[config.mk]
export PLATFORM = sky130hd
export DESIGN_NAME = piso_serializer_flat
export DESIGN_NICKNAME = d
export VERILOG_FILES = /design/src/rtl/piso_serializer_if.sv /design/src/rtl/piso_serializer.sv /design/src/flat_wrapper.sv
export SDC_FILE = /design/constraint.sdc
export NUM_CORES = 1
export LEC_CHECK = 0
export ABC_CLOCK_PERIOD_IN_PS = 3000
export CORE_UTILIZATION = 40
export CTS_CLUSTER_DIAMETER = 40
export DETAILED_ROUTE_END_ITERATION = 7
export GPL_ROUTABILITY_DRIVEN = 0
export GPL_TIMING_DRIVEN = 0
export SLEW_MARGIN = 10
export SYNTH_ARGS = -nofsm -noshare
export SYNTH_HDL_FRONTEND = slang
export SYNTH_SLANG_ARGS = --single-unit
[constraint.sdc]
create_clock -name clk -period 3 [get_ports clk]
set_input_delay 0.6 -clock clk [delete_from_list [all_inputs] [get_ports clk]]
set_output_delay 0.6 -clock clk [all_outputs]
set_load 0.01 [all_outputs]
[src/rtl/piso_serializer_if.sv]
// ---------------------------------------------------------------------------
// piso_serializer_if
// Word-in / bit-out handshake bundle for piso_serializer.
//   in_data   : parallel word to serialize
//   in_valid  : in_data is valid
//   in_ready  : serializer can take a word this cycle
//   stall     : freezes shifting while high
//   data_out  : serial bit, MSB first
//   shift_en  : data_out is valid this cycle
//   word_done : pulse on the last bit of a word
//   busy      : serializer is shifting
// slave  = serializer side, master = word producer / bit consumer side.
// ---------------------------------------------------------------------------
interface piso_serializer_if #(
    parameter int unsigned SIZE = 8
);
    logic [SIZE-1:0] in_data;
    logic            in_valid;
    logic            in_ready;
    logic            stall;
    logic            data_out;
    logic            shift_en;
    logic            word_done;
    logic            busy;

    modport slave (
        input  in_data,
        input  in_valid,
        input  stall,
        output in_ready,
        output data_out,
        output shift_en,
        output word_done,
        output busy
    );

    modport master (
        output in_data,
        output in_valid,
        output stall,
        input  in_ready,
        input  data_out,
        input  shift_en,
        input  word_done,
        input  busy
    );
endinterface

[src/rtl/piso_serializer.sv]
// ---------------------------------------------------------------------------
// piso_serializer
// Parallel-in / serial-out shifter, MSB first, with a one-word pending
// buffer so consecutive words stream out without idle cycles.
// Ports:
//   clk   : rising-edge clock
//   reset : synchronous, active-low reset
//   bus   : piso_serializer_if.slave (word handshake, stall, serial outputs)
// ---------------------------------------------------------------------------
module piso_serializer #(
    parameter int unsigned SIZE = 8
) (
    input logic               clk,
    input logic               reset,
    piso_serializer_if.slave  bus
);

    localparam int unsigned    CntW    = (SIZE > 1) ? $clog2(SIZE) : 1;
    localparam logic [CntW-1:0] CntLast = CntW'(SIZE - 1);

    typedef enum logic [0:0] {StIdle, StShift} state_e;

    state_e          state_q, state_d;
    logic [SIZE-1:0] sreg_q, sreg_d;
    logic [SIZE-1:0] pend_q, pend_d;
    logic            pend_full_q, pend_full_d;
    logic [CntW-1:0] cnt_q, cnt_d;

    logic shift_en;
    logic last_bit;
    logic in_ready;
    logic accept;

    always_comb begin
        shift_en = (state_q == StShift) && !bus.stall;
        last_bit = shift_en && (cnt_q == '0);
        // Ready drops combinationally with reset so nothing is accepted during it.
        in_ready = reset && !pend_full_q;
        accept   = bus.in_valid && in_ready;
    end

    assign bus.shift_en  = shift_en;
    assign bus.word_done = last_bit;
    assign bus.data_out  = sreg_q[SIZE-1];
    assign bus.busy      = (state_q == StShift);
    assign bus.in_ready  = in_ready;

    always_comb begin
        state_d     = state_q;
        sreg_d      = sreg_q;
        pend_d      = pend_q;
        pend_full_d = pend_full_q;
        cnt_d       = cnt_q;

        unique case (state_q)
            StIdle: begin
                if (accept) begin
                    sreg_d  = bus.in_data;
                    cnt_d   = CntLast;
                    state_d = StShift;
                end
            end
            StShift: begin
                if (last_bit) begin
                    if (pend_full_q) begin
                        sreg_d      = pend_q;
                        pend_full_d = 1'b0;
                        cnt_d       = CntLast;
                    end else if (accept) begin
                        // Bypass pending so the next word follows with no bubble.
                        sreg_d = bus.in_data;
                        cnt_d  = CntLast;
                    end else begin
                        state_d = StIdle;
                    end
                end else if (shift_en) begin
                    sreg_d = {sreg_q[SIZE-2:0], 1'b0};
                    cnt_d  = cnt_q - CntW'(1);
                end
                // Covers normal and stalled cycles; on a last-bit edge accept can
                // only occur with pending empty, and that word was bypassed above.
                if (accept && !last_bit) begin
                    pend_d      = bus.in_data;
                    pend_full_d = 1'b1;
                end
            end
            default: state_d = StIdle;
        endcase
    end

    always_ff @(posedge clk) begin
        if (!reset) begin
            state_q     <= StIdle;
            sreg_q      <= '0;
            pend_q      <= '0;
            pend_full_q <= 1'b0;
            cnt_q       <= '0;
        end else begin
            state_q     <= state_d;
            sreg_q      <= sreg_d;
            pend_q      <= pend_d;
            pend_full_q <= pend_full_d;
            cnt_q       <= cnt_d;
        end
    end

endmodule
[src/flat_wrapper.sv]
// flat-port wrapper written by rule: the top's interface ports become plain ports
module piso_serializer_flat 
#(
    parameter int unsigned SIZE = 8
)
  (clk, reset, bus_in_data, bus_in_valid, bus_stall, bus_in_ready, bus_data_out, bus_shift_en, bus_word_done, bus_busy);
  piso_serializer_if #(.SIZE(SIZE)) bus_i ();
  input logic clk;
  input logic reset;
  input wire logic [$bits(bus_i.in_data)-1:0] bus_in_data;
  input wire logic [$bits(bus_i.in_valid)-1:0] bus_in_valid;
  input wire logic [$bits(bus_i.stall)-1:0] bus_stall;
  output wire logic [$bits(bus_i.in_ready)-1:0] bus_in_ready;
  output wire logic [$bits(bus_i.data_out)-1:0] bus_data_out;
  output wire logic [$bits(bus_i.shift_en)-1:0] bus_shift_en;
  output wire logic [$bits(bus_i.word_done)-1:0] bus_word_done;
  output wire logic [$bits(bus_i.busy)-1:0] bus_busy;
  assign bus_i.in_data = bus_in_data;
  assign bus_i.in_valid = bus_in_valid;
  assign bus_i.stall = bus_stall;
  assign bus_in_ready = bus_i.in_ready;
  assign bus_data_out = bus_i.data_out;
  assign bus_shift_en = bus_i.shift_en;
  assign bus_word_done = bus_i.word_done;
  assign bus_busy = bus_i.busy;
  piso_serializer #(.SIZE(SIZE)) u_core (.clk(clk), .reset(reset), .bus(bus_i));
endmodule
==> impl.org, run 1 <==
** Power and ir drop
- Clock share of power :: 0.212
- Of the total power, the share spent switching nets is 0.3256.
- Combinational group share of total power :: 0.302
- Of the total power, registers draw 0.486.
- Power after layout :: between 0.6 and 0.7 mW
- Power density over cell area :: 487.4 nW/um^2
- Int Power :: roughly 0.45 mW
- Switching Power :: between 0.2 and 0.25 mW
- VDD sags by at most 0.0002615 V.
- Leakage :: ~0.5 nW

** Finish
- Area overhead of the layout relative to synthesis :: 19.37%
- After the flow finishes, the layout carries non-filler instances totaling 170.
- The library cells used most frequently in the layout, excluding fill and tap cells, are dfxtp_1, clkdlybuf4s50_1, mux2i_1.
- Number of filler cells placed in the layout :: roughly 260
- With fillers left out, the area of the finished cells amounts to around 1400 um^2.
- Most common library cell in the layout ignoring fill and taps :: dfxtp_1
- The net count of the finished layout is between 150 and 200.
- N_diodes :: 0
- Proportion of layout cells with a drive suffix above 1 :: 0.1223

** Routing
- Once detail routing completed, the nets flagged for antenna violations numbered 0.
- The detailed router finished its first iteration with 19 violations.
- The routed layout has just under 1,000 vias.
- Mean number of vias per cell :: about 5.7
- Summed over all layers, the routed wires come to around 2.6 mm.
- For this run, the detailed router's first-pass iteration total came to 6.
- For this run, design rule violations remaining after detail routing come to 0.
- DR WL/cell :: about 15 um

** Floorplanning
- Ports placed on the boundary :: 17
- Starting density of the core :: 0.4206
- After floorplanning, the core was sized to cover 2734 um^2.
- The floorplan step defined a die boundary enclosing between 3000 and 4000 um^2.
- Standard-cell rows :: 19
- The die is between 50 and 60 um tall.
- Die W :: approximately 56 um

** Logic synthesis
- Yosys printed 0 warnings.
- Flip-flop and latch count after synthesis :: 21
- Number of nets in the synthesized netlist :: 134
- Gate count of the mapped netlist :: 120
- Area of the mapped netlist :: 1150 um^2
- dfxtp_1 takes more of the synthesized area than any other cell.
- Synth top area share :: 0.3656
- Of the synthesized area, sequential elements account for 0.3656.
- Each instance of the synthesized netlist takes up on average 9.582 um^2.
- The netlist uses 34 different library cells.
- Sorting the synthesized cells by area gives the leading types as dfxtp_1, mux2i_1, a221o_1.

** Global routing
- The total overflow left after global routing is 0.
- Number of antenna violations at the first check in global routing :: 0
- Largest net degree at the start of global routing :: 16
- All-layer global routing usage :: 0.1878
- Vias in the first global route :: between 900 and 1,000
- The first global-routing pass estimated roughly 4.6 mm of wire.

** Placement
- Setup WS pre-CTS :: -0.008094 ns
- The count of buffers added on input and output ports is 16.
- In this run the cell area measured after placement is between 1000 and 1500 um^2.
- Including well taps, the total number of placed cells is ~170.
- Detailed placement HPWL :: around 1.8 mm

** Timing
- Slew at the pin closest to its max-slew limit :: 0.6384 ns
- Setup violation total in the final timing report :: 0
- Dividing the final minimum period by the clock period gives 0.9420.
- The number of pins with negative max-slew slack in the final report is 0.
- Fin Clk Skew :: roughly 0.010 ns
- Relative max-transition margin :: 0.5728
- RSZ-0062 raised after global routing :: false
- Derived from the worst setup path, the maximum achievable clock frequency is around 350 MHz.
- The final hold violation count is 0.
- Setup total negative slack on the finished layout was measured at 0 ns.
- After layout, the worst setup slack is around 0.17 ns.
- Counting I/O delays and the setup requirement, the final critical path takes around 2.8 ns.

** Clock network
- Clock buffer count from CTS :: 3
- For this design, the CTS-stage hold fixing added 0 buffers.
- Number of sinks driven by the clock tree :: 21
- At the later pin of the worst-skew pair, clock insertion delay measures just over 0.3 ns.
- In this run the number of H-tree levels came out at 1.
- After clock tree synthesis, the repair step resized 0 gates.
- Clock slew at reported path FFs :: between 0.1 and 0.15 ns
- CTS root buf :: clkbuf_4
- TritonCTS built the clock tree.
- Buffer levels on the longest clock path :: 2

** Critical path
- Kind of critical path :: in2out
- R2r startpoint :: u_core.cnt_q[0]
- For the worst setup path, the data arrival time is between 2 and 2.5 ns.
- CP Data Required Time :: between 2 and 2.5 ns
- Minimum setup slack among reg-to-reg paths :: roughly 1.1 ns
- STA classifies the critical path startpoint as an input port.
- Cell with the biggest individual delay on the critical path :: clkdlybuf4s50_1
- Critical-path maximum fanout :: 15
- Crit end category :: output port
- Delay of the slowest cell on the worst path :: a little over 0.6 ns
- Critical path, cell by cell :: clkdlybuf4s50_1 -> inv_1 -> nor2_1 -> clkdlybuf4s50_1
- Source of the critical timing path :: reset
- Among the stages of the critical path, the cell type that occurs most often is clkdlybuf4s50_1.

** Run
- Max-cap viol count :: 0

** Min path
- The startpoint identified for the worst hold timing path is u_core.pend_q[0].
- In this run the worst hold path is classified as reg2reg.

** Outcome
- The run finished with clean final reports.
-- critical path: cells and delay by family --
| kind | cells | cell delay [ns] |
|---|---|---|
| buffers and inverters | 3 | 1.47 |
| and+or+nand+nor | 1 | 0.16 |
-- timing repair --
item / 4_1_cts / 5_1_grt
setup buffers: 0 / 0
endpoints found under the setup margin: 1 / 0
endpoints found under the hold margin: 0 / 0
-- flip-flops by register name, indices dropped and copies added (netlist names) --
| signal | count |
|---|---|
| u_core.pend_q | 8 |
| u_core.sreg_q | 8 |
| u_core.cnt_q | 3 |
| u_core.bus.busy | 1 |
| u_core.pend_full_q | 1 |
-- Yosys cell counts (all sizes together) --
master / instances
dfxtp: 21
mux2i: 15
inv: 12
nor2: 11
o21ai: 11
a221oi: 8
a221o: 7
nor3: 5
buf: 4
a21oi: 3
a211oi: 2
and3b: 2
ha: 2
nand2: 2
nand2b: 2
nand3b: 2
a41o: 1
and2: 1
and4bb: 1
clkbuf: 1
nand3: 1
nor2b: 1
nor3b: 1
o211ai: 1
o21a: 1
o2bb2ai: 1
o31ai: 1
-- cell families after synthesis --
group           count (synthesis)  share of synthesized area
compound gates                 36                     0.2318
simple gates                   29                     0.1806
flops                          21                     0.3656
buf+inv                        17                    0.06963
mux                            15                     0.1306
fa+ha+maj                       2                    0.02176
-- through the flow --
step           hold slack, ns    util
4_1_cts                0.4941  0.5021
3_3_place_gp           0.4734  0.4934
2_1_floorplan          0.4448       -
5_1_grt                0.5293  0.5021
6_report               0.4933  0.5021
3_5_place_dp           0.4734  0.4934
-- power by group through the flow --
stage | clock network (mW) | logic (mW) | registers, mW
after floorplan | 0 | 0.136 | 0.329
after global placement | 0 | 0.199 | 0.330
after detailed placement | 0 | 0.202 | 0.331
after CTS | 0.148 | 0.202 | 0.325
after global routing | 0.160 | 0.223 | 0.329
final | 0.142 | 0.202 | 0.325
-- path summary, 6_finish.rpt --
check / end / cells past startpoint
worst max-delay path: bus_in_ready / 4
worst min-delay path: u_core.sreg_q[0] / 2
worst max register to register: u_core.sreg_q[3] / 7
worst min register to register: u_core.sreg_q[0] / 2
-- per-layer routing --
layer	vias up	GRT usage	wire [um]
li1	490	-	-
met1	465	0.2559	1314
met2	20	0.3133	1223
met3	2	0.02326	74
met4	0	0.05357	17
met5	-	0	0
-- layout make-up --
class                      instances  area (um^2)  share of cell area
inverter                          12        45.04             0.03282
multi-input combinational         82        649.4              0.4731
clock buffer                       3        22.52             0.01641
tap                               31        38.79             0.02826
clock inverter                     1        5.005            0.003646
sequential                        21        420.4              0.3063
buffer                             4        31.28             0.02279
timing repair buffer              16        160.2              0.1167
Power figures use the tool's default switching activity.
==> run 2: changes to the inputs <==
Settings changed: DONT_BUFFER_PORTS set to 1.
==> run 2 against run 1 <==
Via count down 7.3%. Global-route usage down 1.6 points. Clock skew shrank 0.0068 ns. Worst setup slack improved by 0.85 ns. Sequential power about the same. Non-clock buffer count decreased by 15. Design area down 11%. Utilization is 5.8 points lower. First-iteration DRC count up 26%. Clock power about the same. Critical path depth shrank 1. Maximum frequency grew 43%. Critical path type unchanged. Critical endpoint unchanged.
==> impl.org, run 2 (same netlist as run 1, synthesis figures left out) <==
** Outcome
- The flow ran to the end, and the final reports show no timing, DRC or antenna violations.

** Finish
- N_diodes :: 0 (unchanged)
- The number of nets in the layout is 139 (-9.7%).
- The proportion of layout cells with a drive suffix above 1 was 0.1290 (+0.006730).
- Area overhead of the layout relative to synthesis :: 5.659%
- Final cell count without fillers :: 155 (-8.8%)
- The end-of-flow core utilization is 0.4444 (-0.05767).
- The library cells used most frequently in the layout, excluding fill and tap cells, are dfxtp_1, mux2i_1, inv_1, nor2_1, o21ai_0.
- Most common library cell in the layout ignoring fill and taps :: dfxtp_1
- The largest registers in the layout are u_core.pend_q x8, u_core.sreg_q x8, u_core.cnt_q x3.

** Critical path
- Delay of the slowest cell on the worst path :: 0.45 ns (-0.17 ns)
- Kind of critical path :: in2out
- The count of buffering cells on the critical path with inverters included is 2 (-1).
- The largest fanout on the critical path is 10 (-5).
- On the critical path, the stage with the largest delay is an instance of clkbuf_1.
- Signal arrival time at the worst endpoint :: 1.37 ns (-0.86 ns)
- Critical path, cell by cell :: inv_1 -> clkbuf_1 -> nor2_1
- Among cell families on the critical path, the largest total delay comes from buffers and inverters.
- Crit end category :: output port
- Element type at the critical path start :: input port
- CP Data Required Time :: 2.40 ns (about the same)

** Floorplanning
- The die height came to 55.62 um (unchanged).
- The initial core utilization is 0.4206 (unchanged).
- The overall die area is 3093 um^2 (unchanged).
- The horizontal die dimension was 55.62 um (unchanged).
- Standard-cell rows :: 19 (unchanged)
- Ports placed on the boundary :: 17 (unchanged)
- The standard cell core area came to 2734 um^2 (unchanged).

** Min path
- Class of the worst hold path :: in2reg

** Global routing
- Global-route wire length before repair :: 4.077 mm (-11%)
- Largest net degree at the start of global routing :: 12 (-4)
- Congestion Overflow GR :: 0 (unchanged)
- Number of antenna violations at the first check in global routing :: 0 (unchanged)
- The global-route usage over all layers came to 0.1715 (-0.01631).
- Vias in the first global route :: 899 (-5.0%)

** Power and ir drop
- IR drop worst, VDD :: 0.0003465 V (+32%)
- The static power due to leakage came to 0.4434 nW (-12%).
- Power density over cell area :: 520.7 nW/um^2 (+6.8%)

** Timing
- Final Hold Violating Endpoints :: 0 (unchanged)
- Relative max-transition margin :: 0.5983 (+0.02547)
- The total negative slack came to 0 ns (unchanged).
- Share of the cycle needed by the critical path after routing :: 0.6579 (-0.2841)
- The post-layout minimum cycle time is 1.974 ns (-0.8523 ns).
- The number of pins with negative max-slew slack in the final report is 0 (unchanged).
- Smallest hold slack :: 0.4253 ns (-0.06805 ns)
- The slew of the pin with the lowest slew margin is 0.6006 ns (-0.03780 ns).
- The maximum clock rate was 506.7 MHz (+43%).
- Fin Clk Skew :: 0.003138 ns (-0.006816 ns)
- RSZ-0062 raised after global routing :: false
- Setup violation total in the final timing report :: 0 (unchanged)

** Placement
- Instance count after placement with tap cells included :: 151 (-9.6%)
- The detailed-placement wirelength estimate is 1.740 mm (-4.3%).
- The count of buffers from port buffering was 0 (-16).

** Run
- Max-cap viol count :: 0 (unchanged)

** Clock network
- TritonCTS clock tree :: yes
- Number of sinks driven by the clock tree :: 21 (unchanged)
- Post-cts gate resize count :: 0 (unchanged)
- The number of buffers created by CTS was 3 (unchanged).
- Clock latency of the later-clocked register in the worst-skew pair :: 0.30 ns (about the same)
- The tree is rooted in a clkbuf_4.
- Number of hold-repair buffers added at the cts stage :: 0 (unchanged)
- The H-tree depth was 1 (unchanged).
- The buffer depth of the longest clock path came to 2 (unchanged).
- The clock slew seen by the registers of the worst setup and hold paths came to 0.12 ns (about the same).
- Number of buffers inserted by post-CTS setup repair :: 0 (unchanged)

** Routing
- Final wirelength :: 2.485 mm (-5.5%)
- Total via count after detailed routing :: 906 (-7.3%)
- Count of unresolved DRC violations after routing :: 0 (unchanged)
- The first-pass detailed-route iteration total was 5 (-1).
- The antenna violation net count after detailed routing was 0 (unchanged).
- The detailed router's first-iteration violation count came to 24 (+5).
- DR WL/cell :: 16.03 um (+3.6%)
- The ratio of routed vias to standard cells came to 5.845 (+1.7%).
==> run 2: cell types whose count changed in the layout (fill, tap and decap cells not counted), sizes merged <==
cell	delta
clkinv	-1
clkbuf	+2
clkdlybuf4s50	-16
==> run 2: final timing paths <==
path / from / to / slack (ns) / depth (start not counted)
min reg2reg: u_core.pend_q[0] / u_core.sreg_q[0] / 0.48 / 2
min: bus_in_data[2] / u_core.sreg_q[2] / 0.43 / 1
max reg2reg: u_core.cnt_q[0] / u_core.sreg_q[5] / 1.12 / 7
max: reset / bus_in_ready / 1.03 / 3
==> run 2: layout make-up <==
type / instances / area (um^2)
fill: 288 / 1519
multi-input combinational: 82 / 649.4
sequential: 21 / 420.4
inverter: 12 / 45.04
tap: 31 / 38.79
buffer: 5 / 35.03
clock buffer: 4 / 26.28
==> run 2: report_power, final <==
part	internal [mW]	leakage, nW	switching, mW
sequential	0.308	0.172	0.0201
clock	0.0518	0.0150	0.0876
combinational	0.0703	0.256	0.0953
total	0.430	0.443	0.203
==> run 2: through the flow <==
stage / area [um^2] / setup slack (ns) / power (mW)
2_1_floorplan: 1150 / 1.284 / 0.4654
3_3_place_gp: 1189 / 1.020 / 0.4958
3_5_place_dp: 1189 / 1.012 / 0.4988
4_1_cts: 1215 / 1.012 / 0.6413
5_1_grt: 1215 / 0.9133 / 0.6718
6_report: 1215 / 1.026 / 0.6326
==> run 2: layer usage <==
metal | share of wire | global-route usage | up-vias
li1 | - | - | 455
met1 | 0.49 | 0.2189 | 428
met2 | 0.45 | 0.2685 | 19
met3 | 0.047 | 0.03256 | 4
met4 | 0.013 | 0.1036 | 0
met5 | 0 | 0 | -
==> run 3: changes to the inputs <==
Settings changed: ABC_CLOCK_PERIOD_IN_PS 3000 to 2000.
Clock period 3 ns to 2 ns, I/O delays scaled along.
==> run 3 against run 2 <==
Utilization grew 0.18 points. Register-to-register slack lost 0.97 ns. Worst setup slack lost 0.88 ns. Combinational power grew 52%. Critical path type is now reg2reg. Clock power grew 53%. Via count grew 0.55%. Clock skew grew 0.0037 ns. Worst hold slack lost 0.20 ns. Non-clock buffer count is the same. Routed wire length shrank 0.16%. Final cell count is the same.
==> impl.org, run 3 (same netlist as run 1, synthesis figures left out) <==
** Outcome
- The run finished with clean final reports.

** Finish
- Post-route cell area :: 1220 um^2 (+0.41%)
- Nets :: 139 (unchanged)
- N_diodes :: 0 (unchanged)
- The proportion of layout cells with a drive suffix above 1 is 0.1290 (unchanged).
- In the layout the commonest cells are dfxtp_1, mux2i_1, inv_1, nor2_1, o21ai_0.
- In the final layout, the registers with the most flip-flops are u_core.pend_q x8, u_core.sreg_q x8, u_core.cnt_q x3.
- Area overhead of the layout relative to synthesis :: 6.094%
- Leaving out fill and tap cells, the most frequent cell in the layout is dfxtp_1.

** Floorplanning
- The horizontal die dimension came to 55.62 um (unchanged).
- Starting density of the core :: 0.4206 (unchanged)
- Die Area :: 3093 um^2 (unchanged)
- Core box area :: 2734 um^2 (unchanged)
- The number of I/O pins is 17 (unchanged).
- Standard-cell rows :: 19 (unchanged)
- Height of the die :: 55.62 um (unchanged)

** Clock network
- The number of buffers created by CTS was 3 (unchanged).
- The cts-stage hold buffer count was 0 (unchanged).
- The clock latency at the later pin of the worst-skew pair was 0.31 ns (about the same).
- Post-cts gate resize count :: 0 (unchanged)
- The buffer depth of the longest clock path was 2 (unchanged).
- The clock slew seen by the registers of the worst setup and hold paths was 0.12 ns (about the same).
- The tree is rooted in a clkbuf_4.
- Number of sinks driven by the clock tree :: 21 (unchanged)
- Maximum level of the CTS H-tree :: 1 (unchanged)
- The number of buffers inserted to repair setup after CTS came to 0 (unchanged).
- TritonCTS clock tree :: yes

** Routing
- Met2 wire length :: 1.114 mm (-1.3%)
- The first-pass detailed-route iteration total came to 4 (-1).
- Signal routing reaches up to met4.
- Mean number of vias per cell :: 5.877 (+0.55%)
- Count of unresolved DRC violations after routing :: 0 (unchanged)
- Total via count after detailed routing :: 911 (+0.55%)
- The detail-routed net length per standard cell was 16.01 um (-0.16%).
- Met3 wirelength from detailed routing :: 112 um (-3.4%)
- Final wirelength :: 2.481 mm (-0.16%)
- The antenna violation net count after detailed routing came to 0 (unchanged).
- First DRT Iteration DRCs :: 22 (-8.3%)
- Met1 wire length :: 1.220 mm (+1.2%)

** Global routing
- The largest net degree at the start of global routing was 12 (unchanged).
- Global-route wire length before repair :: 4.077 mm (unchanged)
- Congestion Overflow GR :: 0 (unchanged)
- The number of global-route vias before repair was 899 (unchanged).
- Number of antenna violations at the first check in global routing :: 0 (unchanged)
- The global-route usage over all layers was 0.1715 (unchanged).

** Min path
- In this run the worst hold path is classified as in2reg.
- Hold wc startpoint :: bus_in_data[2]

** Critical path
- The largest fanout on the critical path came to 8 (-2).
- Signal arrival time at the worst endpoint :: 2.04 ns (+0.67 ns)
- The required time of the critical path was 2.19 ns (-0.21 ns).
- Crit end category :: flip-flop
- STA classifies the critical path startpoint as a flip-flop.
- R2r startpoint :: u_core.cnt_q[0]
- In this run the worst setup path begins at u_core.cnt_q[0].
- Kind of critical path :: reg2reg

** Placement
- Post-Place Cell Area :: 1189 um^2 (unchanged)
- The worst slack after detailed placement is 0.1600 ns (-0.8522 ns).
- Detailed placement HPWL :: 1.740 mm (unchanged)
- Count of buffers inserted at the top-level ports :: 0 (unchanged)

** Timing
- The total of endpoints with negative setup slack in the final report came to 0 (unchanged).
- For this run, the top clock speed supported by timing is roughly 540 MHz.
- Setup TNS :: 0 ns (unchanged)
- Relative max-transition margin :: 0.5988 (about the same)
- Final Hold Violating Endpoints :: 0 (unchanged)
- Fin. max-slew vios :: 0 (unchanged)
- Final critical delay including setup and external delays :: 1.849 ns
- The clock skew after layout came to 0.006823 ns (+0.003685 ns).
- Of the available clock period, the critical path in the final layout requires 0.9247.
- RSZ-0062 raised after global routing :: false
- Worst path setup slack after routing :: 0.1506 ns (-0.8756 ns)
- The slew of the pin with the lowest slew margin was 0.5998 ns (-0.0007706 ns).

** Run
- The count of maximum capacitance violations came to 0 (unchanged).

** Power and ir drop
- The total power divided by cell area was 784.6 nW/um^2 (+51%).
- The static power due to leakage came to 0.4486 nW (+1.2%).
- The largest voltage drop on the vdd net came to 0.0005308 V (+53%).
## run 3: cell types whose count changed in the layout (fill, tap and decap cells not counted)
cell / previous run / this run
nor2b_2: 1 / 0
nor2b_4: 0 / 1
## run 3: routing by layer
layer / vias up / GRT usage
li1: 458 / -
met1: 430 / 0.2189
met2: 19 / 0.2685
met3: 4 / 0.03256
met4: 0 / 0.1036
met5: - / 0
## run 3: metrics by stage
step | utilization | instances | hold slack, ns | total power, mW
2_1_floorplan | - | 120 | 0.4448 | 0.6981
3_3_place_gp | 0.4348 | 151 | 0.4645 | 0.7437
3_5_place_dp | 0.4348 | 151 | 0.4556 | 0.7481
4_1_cts | 0.4444 | 155 | 0.2100 | 0.9619
5_1_grt | 0.4462 | 155 | 0.2072 | 1.013
6_report | 0.4462 | 155 | 0.2214 | 0.9571
## run 3: worst paths after layout
path / endpoint / slack [ns] / cells after the start
setup reg to reg: u_core.pend_q[0] / 0.15 / 6
hold / removal: u_core.sreg_q[2] / 0.22 / 1
setup / recovery: u_core.pend_q[0] / 0.15 / 6
hold reg to reg: u_core.sreg_q[0] / 0.48 / 2
## run 3: power breakdown
part	leakage [nW]	internal (mW)	switching [mW]	total, mW
clock	0.0150	0.0778	0.134	0.212
sequential	0.172	0.461	0.0311	0.492
combinational	0.261	0.110	0.143	0.253
## run 3: final cells by class
| class | instances | area, um^2 |
|---|---|---|
| Inverter | 12 | 45.04 |
| Fill cell | 287 | 1514 |
| Buffer | 5 | 35.03 |
| Multi-Input combinational cell | 82 | 654.4 |
| Sequential cell | 21 | 420.4 |
| Clock buffer | 4 | 26.28 |
| Tap cell | 31 | 38.79 |
## run 3: worst max-delay path: stages (launching register included)
cell	delay (ns)
dfxtp_1	0.33
inv_1	0.07
ha_1	0.26
and4bb_4	0.24
nor3_4	0.52
mux2i_1	0.25
nor2_1	0.05
